===== src/rtl/uv_spi_txq.sv =====
// uv_spi_txq: show-ahead TX word queue for the SPI master with level, sticky ovf/udf flags.
// Define UV_SPI_TXQ_WM_EN to build the registered watermark interrupt (otherwise wm_irq is tied low).
module uv_spi_txq #(
  parameter int DEPTH = 8,
  parameter int AW    = 3
) (
  input  logic          clk,
  input  logic          rst_n,
  input  logic          flush,
  input  logic          push_vld,
  input  logic [31:0]   push_dat,
  output logic          push_rdy,
  output logic          tx_rdy,
  input  logic          tx_vld,
  output logic [31:0]   tx_dat,
  output logic [AW:0]   level,
  input  logic [AW:0]   wm_lvl,
  output logic          wm_irq,
  output logic          ovf,
  output logic          udf
);
  logic [31:0] mem [DEPTH];
  logic [AW:0] wr_ptr, rd_ptr;
  logic        full, empty, do_push, do_pop;
  assign full     = (wr_ptr[AW-1:0] == rd_ptr[AW-1:0]) && (wr_ptr[AW] != rd_ptr[AW]);
  assign empty    = wr_ptr == rd_ptr;
  assign do_push  = push_vld && !full;
  assign do_pop   = tx_vld && !empty;
  assign push_rdy = !full;
  assign tx_rdy   = !empty;
  assign level    = wr_ptr - rd_ptr;
  assign tx_dat   = empty ? 32'h0 : mem[rd_ptr[AW-1:0]];
  always_ff @(posedge clk or negedge rst_n)
    if (!rst_n) begin
      wr_ptr <= '0;
      rd_ptr <= '0;
      ovf    <= 1'b0;
      udf    <= 1'b0;
    end else if (flush) begin
      wr_ptr <= '0;
      rd_ptr <= '0;
      ovf    <= 1'b0;
      udf    <= 1'b0;
    end else begin
      if (do_push) wr_ptr <= wr_ptr + 1'b1;
      if (do_pop) rd_ptr <= rd_ptr + 1'b1;
      if (push_vld && full) ovf <= 1'b1;
      if (tx_vld && empty) udf <= 1'b1;
    end
  // storage carries no reset; empty forces tx_dat to zero instead
  always_ff @(posedge clk)
    if (do_push && !flush) mem[wr_ptr[AW-1:0]] <= push_dat;
`ifdef UV_SPI_TXQ_WM_EN
  logic [AW:0] level_next;
  assign level_next = level + (AW+1)'(do_push) - (AW+1)'(do_pop);
  always_ff @(posedge clk or negedge rst_n)
    if (!rst_n) wm_irq <= 1'b0;
    else wm_irq <= !flush && (level_next <= wm_lvl);
`else
  logic unused_wm;
  assign unused_wm = ^wm_lvl;
  assign wm_irq    = 1'b0;
`endif
endmodule


===== config.mk =====
export PLATFORM = sky130hd
export DESIGN_NAME = uv_spi_txq
export DESIGN_NICKNAME = d
export VERILOG_FILES = /design/src/rtl/uv_spi_txq.sv
export SDC_FILE = /design/constraint.sdc
export NUM_CORES = 1
export LEC_CHECK = 0
export CORE_AREA = 3 3 125 218
export CTS_BUF_LIST = sky130_fd_sc_hd__clkbuf_16
export CTS_CLUSTER_DIAMETER = 30
export DETAILED_ROUTE_END_ITERATION = 10
export DIE_AREA = 0 0 128 221
export DONT_BUFFER_PORTS = 1
export GPL_TIMING_DRIVEN = 0
export PLACE_DENSITY = 0.64
export SYNTH_ARGS = -nofsm -noshare
export SYNTH_HDL_FRONTEND = slang
export SYNTH_SLANG_ARGS = --single-unit
export TNS_END_PERCENT = 50

===== constraint.sdc =====
create_clock -name clk -period 5.01 [get_ports clk]
set_input_delay 0.501 -clock clk [delete_from_list [all_inputs] [get_ports clk]]
set_output_delay 0.501 -clock clk [all_outputs]
set_load 0.005 [all_outputs]

# Yosys cells after proc, flatten, opt, wreduce, memory -nomap -nowiden
# Memory sizes are Yosys's and may differ from the RTL's.
# Cells that the tools add are included.
# op_classes
reduce_logical	13
add_sub_neg	3
n_eq_ne	3
muxes	11
# op_table
op	count
$mux W32	1
$mux W4	4
$add A4 B1 Y4 const B	2
$reduce_bool A2 Y1	4
$logic_and A1 B1 Y1	6
$mux W1	6
$eq A4 B4 Y1	1
$sub A4 B4 Y4	1
$eq A3 B3 Y1	1
$logic_not A1 Y1	3
$ne A1 B1 Y1	1
# word_totals
wordCells	35
reg_bits	10
ram_bits	256
out_inout_bits	41
input_bits	41
mem_count	1
# mem_list
name	depth	word_bits	rd	rd_ports_with_merged_regs	wr	line	rtl
mem	8	32	1	0	1	22	logic [31:0] mem [DEPTH];

# Logic depth before layout (Yosys ltp)
# Gate-level depths: netlist of the first run.
# depth
ltp_word	7
depth_mapped	9
ltp_nobuf	6

# Worst setup path before layout of the first run
# OpenSTA, ideal clock, no wires.
# synth_path
kind	reg-to-reg
startpoint	register rd_ptr[1]
endpoint	memory mem[0][0], enable pin
stages_incl_launch_ff	8
setup_time_ns	0.513
setup_slack_ns	-0.391
arrival_time_ns	4.888
synth_period_minus_slack_ns	5.401
path_buffers	2
cell_sequence	dfrtp_1 > buf_2 > buf_2 > inv_1 > ha_1 > nand3_1 > o21ai_2 > nor4b_1
# synth_between
elab_chain_cells	7
# synth_lines
item	line	rtl
from (decl)	23	logic [AW:0] wr_ptr, rd_ptr;
from (signal assigned)	46	if (do_pop) rd_ptr <= rd_ptr + 1'b1;
$eq A3 B3 Y1	25	assign full = (wr_ptr[AW-1:0] == rd_ptr[AW-1:0]) && (wr_ptr[AW] != rd_ptr[AW]);
$logic_and A1 B1 Y1	25	
$logic_not A1 Y1	27	assign do_push = push_vld && !full;
$logic_and A1 B1 Y1	27	
$logic_and A1 B1 Y1	52	if (do_push && !flush) mem[wr_ptr[AW-1:0]] <= push_dat;
$mux W1	52	
$mux W1 (implied by the code)	52	
to (decl)	22	
# No other way between the ends.

# Worst setup path in the final report of the first run
# layout_path
startpoint	register rd_ptr[1]
endpoint	memory mem[5][15], enable pin
# The elaborated chain is that of the path after synthesis.

==> results_dict.tcl, run 1 <==
set metrics [dict create \
    post_cts_buffers 0 \
    final_cell_count_no_fill 864 \
    drt_iter0_drc 514 \
    std_cell_rows 78 \
    period_minus_slack_ns 3.91 \
    met2_usage_pct 28.1 \
    final.setup_skew_ns 0.0221 \
    synth_edf_count 256 \
    cp-start-kind "register" \
    hpwl_mm 15.4 \
    grt_start_max_net_pins 18 \
    initial_core_util_pct 39.7 \
    crit_type "reg2reg" \
    synth_cells 452 \
    grt_pass1_vias 5387 \
    hold_violations 0 \
    drcViolationCount 0 \
    die_height_um 221 \
    seq_area_frac_synth_pct 77.6 \
    core_area_sq_um 25800 \
    reg2regPathDepth 11 \
    max-slew-margin-rel_pct 38.8 \
    ctsResizeCount 0 \
    h-tree-depth 1 \
    powerDensity_nw_per_um2 448 \
    tightest_slew_ns 0.913 \
    total_power_mw 5.38 \
    use_met1_pct 17.6 \
    period_share_pct 78.1 \
    routed_via_density 5.53 \
    min_path_type "in2reg" \
    final_nets 569 \
    synth-seq-cells 266 \
    ys_async_sr_fraction_pct 3.76 \
    vias 4779 \
    worstHoldPathCells 0 \
    place_ws_ns 1.05 \
    place_congestion 0.807 \
    die_x_um 128 \
    rsz0062_at_grt "false" \
    fmax_mhz 256 \
    fin_setup_tns_ns 0 \
    setup_viol 0 \
    grt.busiest_layer "met2" \
    r2r-end "mem[5][15]" \
    grt_use_met3_pct 3.82 \
    wl_per_cell_um 25.0 \
    worst_ep_arrival_time_ns 4.17 \
    cts_tree "built" \
    insertion_delay_ns 0.55 \
    avgSynthCellArea_sq_um 22.6 \
    synth-main-ff-cell "edfxtp_1" \
    status "completed" \
    yosysWarnings 0 \
    regToRegSetupSlack_ns 1.10 \
    grt_pass1_wl_mm 33.4 \
    synthToLayoutAreaGrowth_pct 17.4 \
    slew_violations 0 \
    fp.dieArea_sq_um 28300 \
    power.leakage_nw 3.92 \
    ios 82 \
    cts_root_buf "clkbuf_16" \
    crit_start "rd_ptr[1]" \
    layout-drive-gt1-share_pct 32.9 \
    peakVddDrop_mv 0.240 \
    clock_path_buffers 3 \
    cap_viol_max_count 0 \
    routed_wl_mm 21.6 \
    n_fill_cell 2132 \
    syn-cell-area_sq_um 10200 \
    endpoint_kind "register" \
    cts_buffers 28 \
    dp_cells 811 \
    layout_setup_ws_ns 1.10 \
    crit_end "mem[5][15]" \
    drtAntennaViolNets 0 \
    final_common_cell "edfxtp_1" \
    synth_fp_nets 499 \
    hold_ws_ns 0.0451 \
    netlist-cell-type-count 34 \
    io_buffers 0 \
    grt_overflow 0 \
    cts.sinks 266 \
    final_cell_mix "edfxtp_1, mux4_2, a22o_1, buf_4, clkbuf_16" \
    grt_usage_pct 15.7 \
    rr_startpoint "rd_ptr[1]" \
    antenna_found_initial 0 \
    crit_path_max_fanout 10 \
    crit_required_ns 5.26 \
    insertedDiodeCount 0 \
    clkTransAtPathRegs_ns 0.07 \
    first_pass_iters 5 \
]
==> registers in the layout, indices dropped and copies added (netlist names) <==
register and count:
mem 256, ovf 1, rd_ptr 4, udf 1
wr_ptr 4
==> cells in the mapped netlist (4+ instances only) <==
cell      instances  share of area [%]
inv_1             9               0.33
mux4_2           64                 14
nor4_1            4               0.24
xnor2_1           7               0.60
a21oi_1           5               0.24
ha_1              5               0.61
nor2_1           10               0.37
buf_2            13               0.64
clkbuf_1          4               0.15
edfxtp_1        256                 75
dfrtp_1          10                2.4
a22o_1           32                2.7
==> worst min path at each step <==
stage / to / slack, ns / start
after global routing: mem[0][6] / 0.02 / push_dat[6]
final: mem[0][6] / 0.05 / push_dat[6]
after global placement: ovf / 0.21 / rst_n
after CTS: mem[0][6] / 0.02 / push_dat[6]
after detailed placement: ovf / 0.21 / rst_n
after floorplan: ovf / 0.21 / rst_n
==> worst max-delay path, cell delays in order, from the launching register on <==
cell	delay, ns
dfrtp_1	0.56
buf_2	0.36
buf_2	0.34
inv_1	0.08
ha_1	0.31
nand3_1	0.19
o21ai_2	0.22
nor4_2	0.68
buf_4	0.32
buf_4	0.21
buf_4	0.19
buf_4	0.18
==> cells by family after synthesis <==
| group | synth area share [%] |
|---|---|
| AOI/OAI and AO/OA | 3.38 |
| DFF | 77.6 |
| and+or+nand+nor | 1.57 |
| xor gates and xnor gates | 0.844 |
| muxes | 14.3 |
| adders and majority gates | 0.807 |
| other | 0.0367 |
| buffers and inverters | 1.48 |
==> metrics by stage <==
| stage | cell area [sq um] | util [%] |
|---|---|---|
| 2_1_floorplan | 10200 | - |
| 3_3_place_gp | 10600 | 41.3 |
| 3_5_place_dp | 11000 | 42.7 |
| 4_1_cts | 12000 | 46.6 |
| 5_1_grt | 12000 | 46.6 |
| 6_report | 12000 | 46.6 |
==> power by group <==
part / internal [mW] / switching (mW) / total (mW)
logic: 0.330 / 0.377 / 0.708
clock network: 1.29 / 0.885 / 2.17
registers: 2.48 / 0.0195 / 2.50
total: 4.09 / 1.28 / 5.38
==> cell type report <==
| class | count | area [sq um] | area share, % |
|---|---|---|---|
| Multi-Input combinational cell | 155 | 2190 | 18.2 |
| Sequential cell | 266 | 7940 | 66.1 |
| Clock inverter | 23 | 269 | 2.24 |
| Buffer | 22 | 118 | 0.979 |
| Inverter | 9 | 33.8 | 0.281 |
| Timing Repair Buffer | 40 | 340 | 2.83 |
| Clock buffer | 29 | 726 | 6.04 |
| Tap cell | 320 | 400 | 3.33 |
==> per-layer routing <==
metal  part of all wire [%]  wire (um)
met1                     35       7500
met2                     55      12000
met3                    6.5       1400
met4                    3.6        772
met5                      0          0
==> what timing repair did <==
| action | 4_1_cts | 5_1_grt |
|---|---|---|
| endpoints found under the hold margin | 10 | 0 |
| setup endpoints to repair | 0 | 0 |
| hold buffers | 1 | 0 |
Power figures use the tool's default switching activity.
==> inputs of run 2 (changes only) <==
- PLACE_DENSITY: 0.64 -> 0.62
- clock period: 5.01 -> 3.62 ns (I/O delays scaled with it)
==> results_dict.tcl, run 2 (synthesis results as in run 1) <==
set metrics [dict create \
    crit_path_max_fanout 10 \
    crit_path_top_delay_cell "dfrtp_2" \
    ios 82 \
    cp-start-kind "register" \
    place_area_sq_um 11100 \
    rr_startpoint "rd_ptr[1]" \
    regToRegSetupSlack_ns 0.38 \
    tightest_slew_ns 0.987 \
    hpwl_mm 14.9 \
    cp_num_cells 9 \
    final_area_sq_um 12500 \
    final_cell_count_no_fill 884 \
    h-tree-depth 1 \
    period_minus_slack_ns 3.39 \
    min_path_type "in2reg" \
    cts_tree "built" \
    routed_wl_mm 22.1 \
    fmax_mhz 295 \
    core_area_sq_um 25800 \
    clkTransAtPathRegs_ns 0.06 \
    p_seq_share_pct 45.6 \
    layout_setup_ws_ns 0.228 \
    worstPathBufferInverterCount 4 \
    cap_viol_max_count 0 \
    antenna_found_initial 1 \
    drt_iter0_drc 511 \
    clock_path_buffers 3 \
    power.leakage_nw 4.02 \
    cts_buffers 28 \
    fp.dieArea_sq_um 28300 \
    crit_start "rd_ptr[1]" \
    routed_via_density 5.47 \
    cts_root_buf "clkbuf_16" \
    powerDensity_nw_per_um2 607 \
    max-slew-margin-rel_pct 34.2 \
    first_pass_iters 4 \
    hold_violations 0 \
    period_share_pct 93.7 \
    internal_power_mw 5.71 \
    dp_cells 795 \
    grt_overflow 0 \
    final_common_cell "edfxtp_1" \
    status "completed" \
    grt_pass1_vias 5380 \
    slew_violations 0 \
    crit_family "buffers and inverters" \
    r2r-end "mem[4][6]" \
    total_power_mw 7.57 \
    crit_type "reg2out" \
    final_cell_mix "edfxtp_1, mux4_2, dlygate4sd3_1" \
    synthToLayoutAreaGrowth_pct 22.0 \
    layout-drive-gt1-share_pct 29.7 \
    endpoint_kind "primary output" \
    rsz0062_at_grt "false" \
    p_switching_mw 1.86 \
    n_fill_cell 2105 \
    die_x_um 128 \
    die_height_um 221 \
    routed-wl-met3_um 958 \
    netSwitchingFraction_pct 24.6 \
    drt-met1-wl_mm 8.26 \
    setup_viol 0 \
    cts.sinks 266 \
    vias 4836 \
    io_buffers 0 \
    wl_per_cell_um 25.0 \
    reg2regPathDepth 9 \
    final.setup_skew_ns 0.00993 \
    worst_ep_arrival_time_ns 3.03 \
    place_congestion 0.756 \
    highest_layer "met4" \
    largest_reg_flops 256 \
    grt_start_max_net_pins 17 \
    met2RoutedLength_mm 12.4 \
    initial_core_util_pct 39.7 \
    final_util_pct 48.4 \
    place_ws_ns -0.246 \
    drcViolationCount 0 \
    critPathMaxStageDelay_ns 0.46 \
    grt_pass1_wl_mm 33.7 \
    final_nets 588 \
    peakVddDrop_mv 0.303 \
    pwr-share-comb_pct 14.1 \
    p_clk_share_pct 40.3 \
    drtAntennaViolNets 0 \
    crit_required_ns 3.26 \
    std_cell_rows 78 \
    grt_usage_pct 15.9 \
    insertion_delay_ns 0.54 \
    path_cells "buf_4 -> buf_4 -> inv_1 -> ha_1 -> nand3_1 -> nor2_2 -> nor2_2 -> clkbuf_4 -> a22o_1" \
    crit_end "tx_dat[30]" \
]
## run 2: layer usage
metal  vias up  track usage, %
met1      2614            18.6
met5         -               0
met4         0            5.11
met3        27            2.73
li1       2093               -
met2       102            29.1
## run 2: worst min-delay path: stages
cell and delay [ns]:
nand2_1 0.05, or3_1 0.09, a21oi_1 0.07
## run 2: worst min path at each step
stage,startpoint,to,slack (ns),cells past startpoint
6_report,tx_vld,rd_ptr[2],0.09,3
5_1_grt,tx_vld,rd_ptr[2],0.08,3
4_1_cts,tx_vld,rd_ptr[2],0.06,3
3_5_place_dp,rst_n,rd_ptr[3],0.07,0
2_1_floorplan,rst_n,ovf,0.07,0
3_3_place_gp,rst_n,ovf,0.07,0
## run 2: through the flow
stage / hold slack, ns / TNS (ns)
2_1_floorplan: 0.0664 / -43.57
3_3_place_gp: 0.0667 / -618.82
3_5_place_dp: 0.0667 / -2.58
4_1_cts: 0.0603 / 0
5_1_grt: 0.0798 / 0
6_report: 0.0852 / 0
## run 2: timing repair
| action | 4_1_cts | 5_1_grt |
|---|---|---|
| gates resized for setup | 2 | 7 |
| hold endpoints to repair | 268 | 0 |
| setup buffers | 1 | 0 |
| setup endpoints to repair | 56 | 30 |
| hold buffers | 35 | 0 |
| pin swaps | 1 | 0 |
## run 2: final cells by class
| class | count | area, sq um | area share, % |
|---|---|---|---|
| sequential | 266 | 7940 | 63.6 |
| antenna | 1 | 2.50 | 0.0201 |
| clock inverter | 23 | 285 | 2.29 |
| inverter | 9 | 33.8 | 0.271 |
| multi-input combinational | 155 | 2260 | 18.1 |
| buffer | 22 | 138 | 1.10 |
| timing repair buffer | 59 | 694 | 5.57 |
| tap | 320 | 400 | 3.21 |
| clock buffer | 29 | 726 | 5.82 |
## run 2: power groups by stage
stage | combinational [mW] | clock (mW) | sequential (mW)
2_1_floorplan | 0.741 | 0 | 3.51
3_3_place_gp | 0.987 | 0 | 3.52
3_5_place_dp | 1.02 | 0 | 3.52
4_1_cts | 1.10 | 3.10 | 3.45
5_1_grt | 1.16 | 3.23 | 3.46
6_report | 1.07 | 3.05 | 3.45
==> inputs of run 3 (changes only) <==
- GPL_TIMING_DRIVEN: 0 -> unset
- TNS_END_PERCENT: 50 -> unset
- clock period: 3.62 -> 3.8 ns (I/O delays scaled with it)
==> results_dict.tcl, run 3 (synthesis results as in run 1) <==
set metrics [dict create \
    endpoint_kind "primary output" \
    insertion_delay_ns 0.51 \
    fp.dieArea_sq_um 28300 \
    period_minus_slack_ns 3.46 \
    crit_path_max_fanout 21 \
    pwr-share-comb_pct 12.7 \
    fmax_mhz 289 \
    powerDensity_nw_per_um2 604 \
    n_fill_cell 2094 \
    netSwitchingFraction_pct 24.4 \
    p_clk_share_pct 42.7 \
    regToRegSetupSlack_ns 1.05 \
    cap_viol_max_count 0 \
    rsz0062_at_grt "false" \
    final_nets 570 \
    first_pass_iters 6 \
    crit_type "reg2out" \
    status "completed" \
    grt_start_max_net_pins 69 \
    routed_wl_mm 20.9 \
    ctsResizeCount 0 \
    hold_violations 0 \
    reg2regPathDepth 6 \
    drcViolationCount 0 \
    clock_path_buffers 3 \
    grt_overflow 0 \
    cts_root_buf "clkbuf_16" \
    worst_ep_arrival_time_ns 3.08 \
    peakVddDrop_mv 0.276 \
    worstHoldPathCells 2 \
    crit_path_top_delay_cell "nor2_4" \
    path_cells "inv_1 -> ha_1 -> nand3_1 -> nor2_2 -> nor2_4 -> buf_4 -> a22o_1" \
    io_buffers 0 \
    synthToLayoutAreaGrowth_pct 19.8 \
    vias 4747 \
    hpwl_mm 11.9 \
    die_height_um 221 \
    layout-drive-gt1-share_pct 28.8 \
    slew_violations 0 \
    final_common_cell "edfxtp_1" \
    internal_power_mw 5.60 \
    layout_setup_ws_ns 0.344 \
    grt_pass1_wl_mm 32.5 \
    antenna_found_initial 2 \
    clkTransAtPathRegs_ns 0.06 \
    period_share_pct 90.9 \
    grt_usage_pct 15.4 \
    routed_via_density 5.45 \
    total_power_mw 7.40 \
    final.setup_skew_ns 0.0128 \
    p_seq_share_pct 44.6 \
    worstPathBufferInverterCount 2 \
    largest_reg_flops 256 \
    drtAntennaViolNets 0 \
    place_ws_ns 0.872 \
    grt_pass1_vias 5374 \
    tightest_slew_ns 1.06 \
    setup_viol 0 \
    power.leakage_nw 3.96 \
    fin_setup_tns_ns 0 \
    core_area_sq_um 25800 \
    cp-start-kind "register" \
    crit_family "simple AND/OR/NAND/NOR gates" \
    die_x_um 128 \
    drt_iter0_drc 341 \
    p_switching_mw 1.81 \
    place_congestion 0.777 \
    std_cell_rows 78 \
    place_area_sq_um 10800 \
    wl_per_cell_um 24.0 \
    final_cell_mix "edfxtp_1, mux4_2, clkbuf_16" \
    max-slew-margin-rel_pct 29.4 \
    critPathMaxStageDelay_ns 0.58 \
    cts_buffers 34 \
    cp_num_cells 7 \
    h-tree-depth 2 \
    min_path_type "in2reg" \
    cts.sinks 266 \
    cts_tree "built" \
    ios 82 \
    crit_required_ns 3.42 \
    final_area_sq_um 12300 \
    initial_core_util_pct 39.7 \
    multi_input_area_sq_um 2200 \
    final-seq-area_sq_um 7950 \
]
[run 3: cell count changes in the layout (fill, tap and decap cells not counted), moves of 4 or more]
cell,before,now
clkbuf_1,4,0
nor4_4,4,0
nor4_2,0,4
clkbuf_16,29,37
clkinvlp_4,4,0
buf_2,5,0
clkbuf_4,6,0
buf_6,11,0
buf_4,4,23
buf_8,12,0
[run 3: metal layers]
layer  GRT usage (%)  vias to the layer above  wire length (um)
li1                -                     2066                 -
met1            17.7                     2526              7770
met2            27.4                      115             11500
met3            3.00                       40               933
met4            6.79                        0               719
met5               0                        -                 0
[run 3: worst paths after layout]
path,start,end
min in group asynchronous,rst_n,wr_ptr[1]
max,wr_ptr[0],tx_dat[18]
max in group asynchronous,rst_n,rd_ptr[1]
min reg2reg,ovf,ovf
min,tx_vld,udf
max reg2reg,wr_ptr[0],mem[0][10]
[run 3: stage by stage]
step / hold WS (ns) / instances / util [%]
3_5_place_dp: 0.0847 / 773 / 41.7
4_1_cts: 0.0180 / 869 / 47.5
2_1_floorplan: 0.0844 / 452 / -
5_1_grt: 0.0481 / 870 / 47.5
6_report: 0.0435 / 871 / 47.6
3_3_place_gp: 0.0847 / 773 / 41.7
[run 3: layout make-up]
class	instances	share of cell area (%)
Antenna cell	2	0.0408
Inverter	9	0.276
Tap cell	320	3.27
Clock buffer	37	7.56
Sequential cell	266	64.8
Timing Repair Buffer	57	4.19
Clock inverter	25	1.88
Multi-Input combinational cell	155	17.9
[run 3: worst register-to-register path: stages (launching register included)]
cell     delay, ns
dfrtp_1       0.54
inv_1         0.21
ha_1          0.37
nand3_1       0.22
o21ai_2       0.22
nor4b_2       0.38
buf_4         0.45
[run 3: power by group through the flow]
stage          Sequential, mW  Clock, mW  Combinational (mW)
2_1_floorplan            3.35          0               0.703
6_report                 3.30       3.16               0.938
5_1_grt                  3.31       3.37                1.02
3_5_place_dp             3.37          0               0.903
4_1_cts                  3.30       3.24               0.968
3_3_place_gp             3.36          0               0.888
[run 3: repair_timing]
item	CTS	global route
setup buffers	0	0
hold buffers	34	0
endpoints found under the hold margin	276	0
==> edit 1 (config.mk and constraints of run 3) <==
Register the output `level`, with the module's reset; this adds one clock of latency there. The other outputs are not delayed to match.
--- a/src/rtl/uv_spi_txq.sv
+++ b/src/rtl/uv_spi_txq.sv
@@ -29,5 +29,11 @@
   assign push_rdy = !full;
   assign tx_rdy   = !empty;
-  assign level    = wr_ptr - rd_ptr;
+  always_ff @(posedge clk or negedge rst_n) begin
+      if (!rst_n) begin
+          level <= '0;
+      end else begin
+          level <= wr_ptr - rd_ptr;
+      end
+  end
   assign tx_dat   = empty ? 32'h0 : mem[rd_ptr[AW-1:0]];
   always_ff @(posedge clk or negedge rst_n)
Check against the original RTL: not equivalent (Yosys sat finds a counterexample within 4 cycles, from zero or initial values and one cycle with rst_n low).
==> edit 1 against run 3 <==
- sequential cell count increased by 4
- critical path depth did not move
- wire length shrank 4.0%
- via count increased by 0.38%
- total power down 3.6%
- worst setup slack got worse by 7.6 ps
- cell area fell by 0.84%
- synthesized area rose by 0.98%
==> edit 1: results (changes against run 3) <==
* Vias in the first global route at 5166 (was 5374)
* Area grow syn2layout at 17.6% (was 19.8%)
* Worst-Margin Slew at 989 ps (was 1060 ps)
* Peak VDD IR at 323 µV (was 276 µV)
* Status: finished clean (unchanged)
* Worst-path fanout max at 19 (was 21)
* Fill cells at 2129 (was 2094)
* Initial DRT Pass Iterations at 4 (was 6)
* Post-Syn Nets at 503 (was 499)
* GRT Total Usage at 14.4% (was 15.4%)
* H-tree depth at 1 (was 2)
* Leakage power at 0.00390 µW (was 0.00396 µW)
* DR vias at 4765 (was 4747)
* Num CTS Buffers at 30 (was 34)
* Antenna violations before repair at 1 (was 2)
* Placement Setup Slack at 919 ps (was 872 ps)
* First-pass GRT wire length at 30.8 mm (was 32.5 mm)
* Synth area leaders: edfxtp_1 (74%), mux4_2 (14%), dfrtp_1 (3.4%) (was edfxtp_1 (75%), mux4_2 (14%), a22o_1 (2.7%))
* Worst Clk Skew at 12.1 ps (was 12.8 ps)
* Initial DRC count at 298 (was 341)
* Fraction of registers with async set/reset at 5.19% (was 3.76%)
* DP HPWL at 11.0 mm (was 11.9 mm)
* CP max-delay cell: dfrtp_1 (was nor2_4)
* Worst path max stage delay at 540 ps (was 580 ps)
* Final #Nets at 562 (was 570)
==> edit 1: cell types whose count changed in the layout (fill, tap and decap cells not counted), sizes merged <==
cell                run 3  this run
clkinvlp                0         1
clkbuf                 37        31
buf                    23        13
clkinv                 12         9
dfrtp                  10        14
dlygate4sd3            34        36
diode                   2         1
inv                    21        20
bufinv                  1         3
==> edit 1: kinds of logic (layout without fill, tap and decap cells) <==
kind of cell             Yosys count  after routing  synth area share (%)
AO/OA/AOI/OAI                     43             43                  3.34
XOR/XNOR                           9              9                 0.836
adder cells (fa/ha/maj)            6              6                 0.800
buffers and inverters             31            113                  1.47
flip-flops                       270            270                  77.8
multiplexers                      66             66                  14.1
other                              1              2                0.0363
AND/OR/NAND/NOR                   30             30                  1.55
==> edit 1: area by class of cell <==
type | count | share of cell area (%)
diodes | 1 | 0.0206
clock buffers | 31 | 6.39
clock inverters | 24 | 1.96
inverters | 9 | 0.278
multi-input cells | 155 | 18.1
flip-flops and latches | 270 | 66.2
well taps | 320 | 3.30
repair buffers | 49 | 3.77
==> edit 1: routing by layer <==
metal  GRT usage, %  up-vias  part of all wire (%)
met5              0        -                     0
met4           6.00        0                   3.0
met3           2.85       38                   5.1
met2           24.4      138                    53
met1           18.0     2542                    39
li1               -     2047                     -
==> edit 1: timing repair <==
action,4_1_cts,5_1_grt
hold endpoints to repair,280,0
setup buffers,0,0
hold buffers,36,0
endpoints found under the setup margin,0,0
==> edit 1: through the flow <==
step,hold slack [ps],cells
final,85.0,859
after global routing,94.5,859
after CTS,58.7,858
after detailed placement,84.7,767
after global placement,84.8,767
after floorplan,84.4,456
==> edit 1: worst max-delay path, delay by kind of cell, from the launching register on <==
| family | cells | cell delay (ps) |
|---|---|---|
| AO/OA/AOI/OAI | 1 | 250 |
| adder cells (fa/ha/maj) | 1 | 360 |
| buffers and inverters | 2 | 580 |
| flip-flops | 1 | 540 |
| AND/OR/NAND/NOR | 3 | 760 |
==> edit 1: power breakdown <==
group	internal [µW]	leakage (µW)	switching (µW)
registers	3330	0.00250	44.3
logic	432	0.000879	485
clock network	1710	0.000520	1140
total	5470	0.00390	1670
==> edit 1: final timing paths <==
path	startpoint	end	slack, ps	depth (start not counted)
setup / recovery	wr_ptr[0]	tx_dat[15]	340	7
hold / removal	tx_vld	rd_ptr[2]	90	3
setup reg to reg	wr_ptr[0]	mem[5][12]	1020	6
hold reg to reg	udf	udf	520	2
max in group asynchronous	rst_n	rd_ptr[0]	3040	1
min in group asynchronous	rst_n	ovf	290	1
==> edit 2 (flow settings as in run 3) <==
Made on the original files. Build with the macro `UV_SPI_TXQ_WM_EN` defined.
--- a/src/rtl/uv_spi_txq.sv
+++ b/src/rtl/uv_spi_txq.sv
@@ -1,4 +1,6 @@
 // uv_spi_txq: show-ahead TX word queue for the SPI master with level, sticky ovf/udf flags.
 // Define UV_SPI_TXQ_WM_EN to build the registered watermark interrupt (otherwise wm_irq is tied low).
+`define UV_SPI_TXQ_WM_EN
+
 module uv_spi_txq #(
   parameter int DEPTH = 8,
Check against the original RTL: not equivalent (a bounded check fails within 4 cycles, from zero or initial values and one cycle with rst_n low).
==> edit 2 against run 3 <==
- clock skew up 4.6 ps
- wire length rose by 6.1%
- synthesized area increased by 3.8%
- global-route usage increased by 0.51 points
- cell area rose by 2.5%
- worst setup slack got worse by 65 ps
- critical path depth up 9
- first-iteration DRC count is 8.2% higher
- total power is 3.1% lower
- sequential cell count increased by 1
- sequential power about the same
- critical path type is now flip-flop to flip-flop
==> edit 2: results (changes against run 3) <==
* Non-filler instance count after layout at 956 (was 871)
* Pin count of the biggest net entering global routing at 68 (was 69)
* Routability Congestion at 0.838 (was 0.777)
* GRT Total Usage at 15.9% (was 15.4%)
* DP HPWL at 12.1 mm (was 11.9 mm)
* Max reg flops at 256 (unchanged)
* Final #Nets at 668 (was 570)
* H-tree depth at 1 (was 2)
* Peak VDD IR at 291 µV (was 276 µV)
* Placed Area at 0.0112 mm² (was 0.0108 mm²)
* Clock latency on the worst-skew pair at 550 ps (was 510 ps)
* Initial DRT Pass Iterations at 4 (was 6)
* Post-CTS setup buffers at 0 (unchanged)
* Sequential-to-total area share from yosys stat at 75.0% (was 77.6%)
* Num CTS Buffers at 31 (was 34)
* Fill cells at 2101 (was 2094)
* Maximum capacitance violations at 0 (unchanged)
* Antenna fix cells at 0 (was 2)
* Post-synth top cells: edfxtp_1 (256), nand2_1 (68), mux4_2 (64), a21oi_1 (40), inv_1 (18) (was edfxtp_1 (256), mux4_2 (64), a22o_1 (32), buf_2 (13))
* Post-synthesis adder-cell area fraction at 1.91% (was 0.807%)
* Yosys Warn Count at 0 (unchanged)
* Worst path top cell family by delay: adder cells (was simple AND/OR/NAND/NOR gates)
* CP max-delay cell: dfrtp_1 (was nor2_4)
* Initial DRC count at 369 (was 341)
* Proportion of synthesized area in mux cells at 13.8% (was 14.3%)
* Synth cell types at 34 (unchanged)
* Share of layout cells above drive strength 1 at 24.1% (was 28.8%)
* Xor/xnor share of the synthesized area at 1.06% (was 0.844%)
* Placement Setup Slack at 249 ps (was 872 ps)
* Synthesized area per cell at 19.4 µm² (was 22.6 µm²)
* Worst-Margin Slew at 1000 ps (was 1060 ps)
* Worst-path fanout max at 11 (was 21)
* Vias in the first global route at 5721 (was 5374)
* Post-Syn Nets at 603 (was 499)
* Synth area leaders: edfxtp_1 (72%), mux4_2 (14%), dfrtp_1 (2.6%) (was edfxtp_1 (75%), mux4_2 (14%), a22o_1 (2.7%))
* EDFF count, synth at 256 (unchanged)
* Ys flop type: edfxtp_1 (unchanged)
* Fraction of registers with async set/reset at 4.12% (was 3.76%)
* Clock Tree Root: clkbuf_16 (unchanged)
* Antenna violations before repair at 0 (was 2)
* Vias per cell at 5.50 (was 5.45)
* Worst path max stage delay at 550 ps (was 580 ps)
* Worst hold path class: primary input to flip-flop (unchanged)
* Fin area at 0.0126 mm² (was 0.0123 mm²)
* IO buf count at 0 (unchanged)
* First-pass GRT wire length at 34.2 mm (was 32.5 mm)
* Status: finished clean (unchanged)
* Worst Clk Skew at 17.4 ps (was 12.8 ps)
* Area fraction in compound gates after synthesis at 2.42% (was 3.38%)
* Worst-path clk slew at 60 ps (about the same)
* CP arrival at 3970 ps (was 3080 ps)
* Leakage power at 0.00409 µW (was 0.00396 µW)
* Placed insts at 863 (was 773)
* Worst-case clock buffer depth at 3 (unchanged)
* Wire length per cell at 23.3 µm (was 24.0 µm)
edit 2: report_power, final:
group	internal [µW]	switching, µW	total (µW)	leakage (µW)
clock network	1670	1230	2900	0.000499
logic	436	546	982	0.00113
registers	3270	18.2	3290	0.00246
total	5380	1790	7170	0.00409
edit 2: cell type report:
class,count,area share [%]
clock buffer,31,6.18
clock inverter,26,2.12
inverter,19,0.568
multi-input combinational,236,20.2
sequential,267,63.5
tap,320,3.19
timing repair buffer,57,4.23
edit 2: tightest hold or removal path, delay by kind of cell:
| kind | cells | cell delay (ps) |
|---|---|---|
| xor gates and xnor gates | 1 | 80 |
| AOI/OAI and AO/OA | 1 | 80 |
| and+or+nand+nor | 1 | 80 |
edit 2: path summary, 6_finish.rpt:
check | from | end | slack, ps | cells past startpoint
max in group asynchronous | rst_n | rd_ptr[0] | 3100 | 1
worst max register to register | wr_ptr[1] | wm_irq | 280 | 16
worst max-delay path | wr_ptr[1] | wm_irq | 280 | 16
min in group asynchronous | rst_n | wr_ptr[2] | 270 | 1
worst min register to register | ovf | ovf | 540 | 2
worst min-delay path | tx_vld | rd_ptr[3] | 120 | 3
edit 2: timing repair:
action / CTS / global route
endpoints found under the setup margin: 0 / 1
hold endpoints to repair: 278 / 0
gates resized for setup: 0 / 1
hold buffers: 36 / 0
edit 2: cells by family (layout without fill, tap and decap cells):
family,after synthesis,after routing
buffers and inverters,44,133
XOR/XNOR,12,12
adder cells (fa/ha/maj),15,15
flip-flops,267,267
multiplexers,66,66
AND/OR/NAND/NOR,95,95
AO/OA/AOI/OAI,48,48
edit 2: routing by layer:
layer | vias to the layer above | GRT usage, % | part of all wire (%)
met3 | 43 | 2.83 | 4.4
met1 | 2783 | 19.0 | 39
met4 | 0 | 5.96 | 3.1
met5 | - | 0 | 0
li1 | 2308 | - | -
met2 | 122 | 28.3 | 54
